===== src/rtl/r_resp_wait_buffer.sv =====
// Out-of-order R response store keyed by uid {row,col}: 1-cycle store, 0-cycle combinational release, slot freed at next edge.
// Optional occupancy high-water mark on hwm when R_RESP_WAIT_BUFFER_HWM_EN is defined; otherwise hwm is tied to 0.
module r_resp_wait_buffer #(
  parameter int DEPTH      = 16,
  parameter int NUM_ROWS   = 16,
  parameter int NUM_COLS   = 16,
  parameter int UID_W      = $clog2(NUM_ROWS) + $clog2(NUM_COLS),
  parameter int DATA_WIDTH = 64,
  parameter int RESP_WIDTH = 2,
  parameter int TAG_WIDTH  = 4,
  parameter int CNT_W      = $clog2(DEPTH + 1)
) (
  input  logic                  clk,
  input  logic                  rst,
  input  logic                  wr_en,
  input  logic [UID_W-1:0]      wr_uid,
  input  logic [DATA_WIDTH-1:0] wr_data,
  input  logic [RESP_WIDTH-1:0] wr_resp,
  input  logic                  wr_last,
  input  logic [TAG_WIDTH-1:0]  wr_tagid,
  input  logic                  rel_en,
  input  logic [UID_W-1:0]      rel_uid,
  output logic                  rel_hit,
  output logic [DATA_WIDTH-1:0] rel_data,
  output logic [RESP_WIDTH-1:0] rel_resp,
  output logic                  rel_last,
  output logic [TAG_WIDTH-1:0]  rel_tagid,
  output logic                  full,
  output logic                  empty,
  output logic [CNT_W-1:0]      count,
  input  logic                  err_clr,
  output logic                  err_ovf,
  output logic                  err_dup,
  output logic                  err_miss,
  output logic [CNT_W-1:0]      hwm
);

  localparam int IDX_W = (DEPTH > 1) ? $clog2(DEPTH) : 1;

  logic [DEPTH-1:0]      valid_q, valid_d;
  logic [UID_W-1:0]      uid_q   [DEPTH];
  logic [DATA_WIDTH-1:0] data_q  [DEPTH];
  logic [RESP_WIDTH-1:0] resp_q  [DEPTH];
  logic                  last_q  [DEPTH];
  logic [TAG_WIDTH-1:0]  tagid_q [DEPTH];

  logic [CNT_W-1:0] count_q, count_d;
  logic             full_q, full_d, empty_q, empty_d;
  logic             err_ovf_q, err_ovf_d, err_dup_q, err_dup_d, err_miss_q, err_miss_d;

  logic [DEPTH-1:0] wr_match, rel_match;
  logic             wr_dup, wr_accept, free_any;
  logic [IDX_W-1:0] free_idx;

  always_comb begin
    wr_match  = '0;
    rel_match = '0;
    for (int i = 0; i < DEPTH; i++) begin
      wr_match[i]  = valid_q[i] && (uid_q[i] == wr_uid);
      rel_match[i] = rel_en && valid_q[i] && (uid_q[i] == rel_uid);
    end
  end

  // Lowest free slot, taken from the registered state so a slot released this cycle is not reused yet.
  always_comb begin
    free_idx = '0;
    free_any = 1'b0;
    for (int i = DEPTH - 1; i >= 0; i--) begin
      if (!valid_q[i]) begin
        free_idx = IDX_W'(i);
        free_any = 1'b1;
      end
    end
  end

  assign wr_dup    = |wr_match;
  assign wr_accept = wr_en && !full_q && !wr_dup && free_any;
  assign rel_hit   = |rel_match;

  // At most one slot matches, so an AND-OR mux yields the payload or zero on a miss.
  always_comb begin
    rel_data  = '0;
    rel_resp  = '0;
    rel_last  = 1'b0;
    rel_tagid = '0;
    for (int i = 0; i < DEPTH; i++) begin
      rel_data  = rel_data  | (data_q[i]  & {DATA_WIDTH{rel_match[i]}});
      rel_resp  = rel_resp  | (resp_q[i]  & {RESP_WIDTH{rel_match[i]}});
      rel_last  = rel_last  | (last_q[i]  & rel_match[i]);
      rel_tagid = rel_tagid | (tagid_q[i] & {TAG_WIDTH{rel_match[i]}});
    end
  end

  always_comb begin
    valid_d = valid_q & ~rel_match;
    if (wr_accept) valid_d[free_idx] = 1'b1;
    count_d    = count_q + CNT_W'(wr_accept) - CNT_W'(rel_hit);
    full_d     = (count_d == CNT_W'(DEPTH));
    empty_d    = (count_d == '0);
    err_ovf_d  = (err_clr ? 1'b0 : err_ovf_q)  | (wr_en && full_q);
    err_dup_d  = (err_clr ? 1'b0 : err_dup_q)  | (wr_en && wr_dup);
    err_miss_d = (err_clr ? 1'b0 : err_miss_q) | (rel_en && !rel_hit);
  end

  always_ff @(posedge clk or posedge rst) begin
    if (rst) begin
      valid_q    <= '0;
      count_q    <= '0;
      full_q     <= 1'b0;
      empty_q    <= 1'b1;
      err_ovf_q  <= 1'b0;
      err_dup_q  <= 1'b0;
      err_miss_q <= 1'b0;
    end else begin
      valid_q    <= valid_d;
      count_q    <= count_d;
      full_q     <= full_d;
      empty_q    <= empty_d;
      err_ovf_q  <= err_ovf_d;
      err_dup_q  <= err_dup_d;
      err_miss_q <= err_miss_d;
    end
  end

  // Payload is qualified by valid_q, so it needs no reset.
  always_ff @(posedge clk) begin
    if (wr_accept) begin
      uid_q[free_idx]   <= wr_uid;
      data_q[free_idx]  <= wr_data;
      resp_q[free_idx]  <= wr_resp;
      last_q[free_idx]  <= wr_last;
      tagid_q[free_idx] <= wr_tagid;
    end
  end

  assign count    = count_q;
  assign full     = full_q;
  assign empty    = empty_q;
  assign err_ovf  = err_ovf_q;
  assign err_dup  = err_dup_q;
  assign err_miss = err_miss_q;

`ifdef R_RESP_WAIT_BUFFER_HWM_EN
  logic [CNT_W-1:0] hwm_q, hwm_d;

  always_comb begin
    hwm_d = hwm_q;
    if (count_d > hwm_q) hwm_d = count_d;
    else if (err_clr)    hwm_d = '0;
  end

  always_ff @(posedge clk or posedge rst) begin
    if (rst) hwm_q <= '0;
    else     hwm_q <= hwm_d;
  end

  assign hwm = hwm_q;
`else
  assign hwm = '0;
`endif

endmodule


===== config.mk =====
export PLATFORM = sky130hd
export DESIGN_NAME = r_resp_wait_buffer
export DESIGN_NICKNAME = d
export VERILOG_FILES = /design/src/rtl/r_resp_wait_buffer.sv
export SDC_FILE = /design/constraint.sdc
export NUM_CORES = 1
export LEC_CHECK = 0
export CAP_MARGIN = 25
export CELL_PAD_IN_SITES_DETAIL_PLACEMENT = 0
export CELL_PAD_IN_SITES_GLOBAL_PLACEMENT = 1
export CORE_MARGIN = 5
export CORE_UTILIZATION = 43
export CTS_CLUSTER_DIAMETER = 120
export DETAILED_ROUTE_END_ITERATION = 6
export GPL_TIMING_DRIVEN = 0
export HOLD_SLACK_MARGIN = 0.08
export MAX_ROUTING_LAYER = met4
export PLACE_DENSITY = 0.75
export SETUP_SLACK_MARGIN = 0.02
export SYNTH_ARGS = -nofsm -noshare
export SYNTH_HDL_FRONTEND = slang
export SYNTH_SLANG_ARGS = --single-unit

===== constraint.sdc =====
create_clock -name clk -period 9.1 [get_ports clk]
set_input_delay 1.82 -clock clk [delete_from_list [all_inputs] [get_ports clk]]
set_output_delay 1.82 -clock clk [all_outputs]
set_load 0.005 [all_outputs]

Word level (Yosys, flattened, before mapping)
Memory sizes are Yosys's and may differ from the RTL's. Cells that the tools add are included.

Word-level logic and storage cells: 280. Register bits: 26. Input port bits: 92. RAM bits: 1264. Memories kept: 5. Output and inout port bits: 87.

Bitwise operators: 130. Order comparisons: 2. $add $sub $neg: 2. Muxes and demuxes: 40. Equal/unequal tests: 33. Reduce and logical (&&, ||, !) cells: 61.

Memory list: data_q (depth 16, bits a word 64, rd ports 16, clocked after memory_dff 0, wr ports 1, line 42) `logic [DATA_WIDTH-1:0] data_q [DEPTH];`; uid_q (depth 16, bits a word 8, rd ports 16, clocked after memory_dff 0, wr ports 1, line 41) `logic [UID_W-1:0] uid_q [DEPTH];`; tagid_q (depth 16, bits a word 4, rd ports 16, clocked after memory_dff 0, wr ports 1, line 45) `logic [TAG_WIDTH-1:0] tagid_q [DEPTH];`; resp_q (depth 16, bits a word 2, rd ports 16, clocked after memory_dff 0, wr ports 1, line 43) `logic [RESP_WIDTH-1:0] resp_q [DEPTH];`; last_q (depth 16, bits a word 1, rd ports 16, clocked after memory_dff 0, wr ports 1, line 44) `logic last_q [DEPTH];`.

Operators by type and width (number): $and 64x64->64 (16); $or 64x64->64 (15); $eq 8x8->1 (32); $and 4x4->4 (16); $mux 4 (16); $or 4x4->4 (15); $logic_and 1x1->1 (55); $and 2x2->2 (16); $reduce_or 16->1 (2); $or 2x2->2 (15); $mux 1 (22); $or 1x1->1 (18); $and 1x1->1 (16); $and 16x16->16 (1); $mux 16 (1); $not 16->16 (1); $or 16x16->16 (1); $add 5x1->5 (1); $eq 5x5->1 const B (1); $logic_not 5->1 (1); $lt 4x5->1 const B (1); $sub 5x1->5 (1); $demux 1 s4 (1); $ge 4x1->1 const B (1); $logic_not 1->1 (3).

Longest topological paths before layout
Word-level depth: 22. Mapped depth: 18. Depth with buffers taken out: 15.

Least setup slack after synthesis
OpenSTA, ideal clock, no wires.

Path type: input -> register. Start: input wr_uid[3]. End: memory data_q[11][0], enable pin. Setup slack: 0.050 ns. Arrival time: 8.437 ns. Cell stages on the path: 10. Setup time: 0.613 ns. Cell sequence: buf_4 buf_12 xnor2_1 nand4_1 nor3_1 a41oi_1 and4_2 nand2_2 buf_6 nor3_1.

Cells in the longest elaborated chain, start to end: 8. Elaborated cells between the ends (all ways): 38.

Ends and longest elaborated chain: from (decl) (line 16) `input logic [UID_W-1:0] wr_uid,`; $eq 8x8->1 (line 59) `wr_match[i] = valid_q[i] && (uid_q[i] == wr_uid);`; $logic_and 1x1->1 (line 59); $reduce_or 16->1 (*) (line 76) `assign wr_dup = |wr_match;`; $logic_not 1->1 (*) (line 77) `assign wr_accept = wr_en && !full_q && !wr_dup && free_any;`; $logic_and 1x1->1 (*) (2 in a row) (line 77); $mux 1 (*) (line 127) `if (wr_accept) begin`; $mux 1 (not written as such) (*) (line 129) `data_q[free_idx] <= wr_data;`; to (decl) (line 42).

Mark *: on every way between the ends. The rest lies on a longest branch, timed or not.

Final worst setup path
Start: input rel_en. End: output rel_data[36].

Cells in the longest elaborated chain, start to end: 18. Elaborated cells between the ends (all ways): 63.

Ends and longest elaborated chain: from (decl) (line 21) `input logic rel_en,`; $logic_and 1x1->1 (2 in a row) (line 60) `rel_match[i] = rel_en && valid_q[i] && (uid_q[i] == rel_uid);`; $and 64x64->64 (line 87) `rel_data = rel_data | (data_q[i] & {DATA_WIDTH{rel_match[i]}});`; $or 64x64->64 (14 in a row) (line 87); $or 64x64->64 (*) (line 87); to (decl) (line 24) `output logic [DATA_WIDTH-1:0] rel_data,`.

Marked as above.

==> run summary <==
status: finished clean
adder-cell share of the synthesized area: 0.168%
Hold Buf Count CTS: 0
fillers: 9,050
Die W: 348 µm
worst r2r path cells: 13
RePlAce Congestion: 0.858
Critical R2R Launch: valid_q[15]$_DFF_PP0_
DP HPWL: 106 mm
Die Y: 348 µm
Wirelength per Cell: 36.0 µm
Max Clock Freq: 0.127 GHz
area fraction in compound gates after synthesis: 9.88%
H-tree levels: 4
routed wire length: 170 mm
Slew @ Worst Pin: 1190 ps
Sw Ratio: 27.3%
Hold WC Path Type: flop to flop
power per cell area: 272 nW/µm²
largest family of logic cells by synthesized area: compound AO/OA/AOI/OAI gates
Core Util, Final: 51.7%
crit-path max FO: 10
Synth Area in XOR/XNOR: 4.63%
Psw: 4.37 mW
WHS Endpoint: err_miss$_DFF_PP0_
CTS Sinks: 1,290
clk_skew: 43.7 ps
first-pass GRT wire length: 229 mm
register area share after synthesis: 78.5%
RSZ-0062 raised after global routing: false
RR Endpoint: full$_DFF_PP0_
setup slack, reg-to-reg: 4420 ps
share of post-route cells with drive strength above 1: 14.0%
Port Buffers: 164
simple-gate area share of the yosys netlist: 4.38%
Final Hold Fails: 0
Area growth syn-to-layout: 19.8%
worst skew pair latency: 780 ps
post-CTS sizing: 0
clk buf depth: 3
gr ovfl total: 0
TritonCTS buffer count: 134
mux share of post-synthesis cell area: 0.0204%
largest net degree at the start of global routing: 49
Tot GR Track Use: 28.3%
mapped cell area: 49,200 µm²
internal power: 11.7 mW
DR iter-0 viols: 5,143
I/O Pins: 179
Post-synth EDFFs: 1,264
DIE AREA: 121,000 µm²
Netlist cell types: 52
ys async rst share: 2.02%
TritonCTS clock tree: done
period utilisation layout: 86.5%
Final ANT Viol Nets: 0
#FFs+latches synth: 1,290
Slew headroom: 20.7%
Setup Buffers After CTS: 0
overall power: 16.0 mW
Yosys Warn Count: 0
CP Class: input port to output pin
Core Region: 114,000 µm²
vias in the first global route: 27,800
via count: 29,900
Comb power frac: 15.3%
drt via density: 6.32
Root Driver: clkbuf_16
setup TNS: 0 ps
Final Max Slew Viols: 0
Critical Path AT: 6050 ps
NumNets Final: 3,190
crit path capture type: output pin
HP Start: err_miss$_DFF_PP0_
Std-Cell Rows: 124
initial antenna violation count: 24
worst path required time: 7280 ps
final setup fails: 0
min cycle time layout: 7870 ps
drt pass-1 iters: 7
Sequential Power Share: 51.6%
number of cells on the worst hold path: 1
peak supply drop: 0.225 mV
Worst-path clk slew: 50 ps
DRC: 0
starting density of the core: 43.1%
Synth Flop Type: edfxtp_1
max_cap viols: 0
Setup crit start kind: input port
clock share of power: 33.1%
Syn Area/Cell: 18.2 µm²
Leakage: 18.7 nW
Post-Synthesis Cells: 2,696
-- cell usage in the layout, fill, tap and decap left out, types with 41 or more instances in the layout --
| master | count |
|---|---|
| edfxtp_1 | 1264 |
| a22oi_1 | 314 |
| xnor2_1 | 215 |
| clkdlybuf4s50_1 | 164 |
| clkbuf_16 | 136 |
| a22o_1 | 129 |
| a221oi_1 | 127 |
| nand4_1 | 107 |
| and3_1 | 56 |
| buf_2 | 54 |
| nand2_1 | 49 |
| clkbuf_1 | 46 |
| buf_4 | 45 |
| xor2_1 | 45 |
| nand3_1 | 44 |
| buf_6 | 41 |
-- how the worst max path moves through the flow --
stage,start,end,slack [ps],cells after the start
4_1_cts,rel_en,rel_data[36],1360,9
6_report,rel_en,rel_data[36],1230,9
3_3_place_gp,wr_uid[3],data_q[11][25]$_DFFE_PP_,-8690,10
3_5_place_dp,rel_en,rel_data[37],1400,9
2_1_floorplan,wr_uid[3],data_q[11][0]$_DFFE_PP_,50,10
5_1_grt,rel_en,rel_data[37],1240,9
-- cell type report --
cell class | instances | area, µm² | share of cell area [%]
antenna | 24 | 60.1 | 0.102
buffer | 155 | 1120 | 1.90
clock buffer | 164 | 3510 | 5.96
clock inverter | 74 | 688 | 1.17
inverter | 18 | 72.6 | 0.123
multi-input combinational | 1237 | 9500 | 16.1
sequential | 1290 | 38600 | 65.5
tap | 1512 | 1890 | 3.21
timing repair buffer | 256 | 3460 | 5.87
-- power groups by stage --
stage	sequential, mW	clock (mW)	combinational, mW
floorplan	8.42	0	1.02
global placement	8.70	0	1.91
detailed placement	8.38	0	2.41
CTS	8.26	5.30	2.42
global route	8.35	5.56	2.53
finish	8.27	5.30	2.46
-- metrics by stage --
step / instance area, µm² / std cells / setup slack, ps / hold WS (ps)
CTS: 58800 / 4705 / 1360 / 491
finish: 58900 / 4730 / 1230 / 484
global route: 58900 / 4724 / 1240 / 508
detailed placement: 54600 / 4467 / 1400 / 475
global placement: 52700 / 4376 / -8690 / 476
floorplan: 49200 / 2700 / 50.1 / 478
-- critical path, stage by stage --
cell and delay [ps]:
clkbuf_1 390, buf_2 390, nand3_1 180, nor3_4 970
buf_4 470, buf_2 640, a22oi_1 180, nand4_1 370
clkdlybuf4s50_1 580
-- kinds of logic after synthesis --
logic type / after synthesis
DFF: 1290
AOI/OAI and AO/OA: 609
and+or+nand+nor: 356
xor gates and xnor gates: 260
buffers and inverters: 173
adders and majority gates: 6
other: 1
muxes: 1
-- synthesized netlist by cell type (5+ instances only) --
library cell	number	area (µm²)
and3_1	56	350
nor2_1	30	113
nor3_1	11	55.1
nor3_4	16	260
a221oi_1	127	1110
clkbuf_1	21	78.8
nand3_1	44	220
o21ai_0	7	35.0
xor2_1	45	394
a31oi_1	6	37.5
dfrtp_1	25	626
xnor2_1	215	1880
nand2b_1	11	68.8
inv_1	18	67.6
o22ai_1	5	31.3
a22o_1	129	1130
ha_1	5	62.6
buf_6	29	327
nand4_1	107	669
buf_2	54	270
nor4_1	17	106
nand2_1	49	184
a22oi_1	314	2360
buf_4	44	330
edfxtp_1	1264	38000
-- routing by layer --
metal	up-vias	wire length (µm)	global-route usage, %
li1	11900	-	-
met1	15100	62000	37.5
met2	2457	76100	41.7
met3	397	24200	8.07
met4	0	7780	11.0
met5	-	0	-
-- sequential cells by signal, indices dropped and copies added, names as in the netlist --
| signal | count |
|---|---|
| uid_q | 128 |
| err_dup | 1 |
| err_ovf | 1 |
| resp_q | 32 |
| full | 1 |
| valid_q | 16 |
| data_q | 1024 |
| err_miss | 1 |
| last_q | 16 |
| empty | 1 |
| count | 5 |
| tagid_q | 64 |
Note: power is estimated with default switching activity, not from simulation.
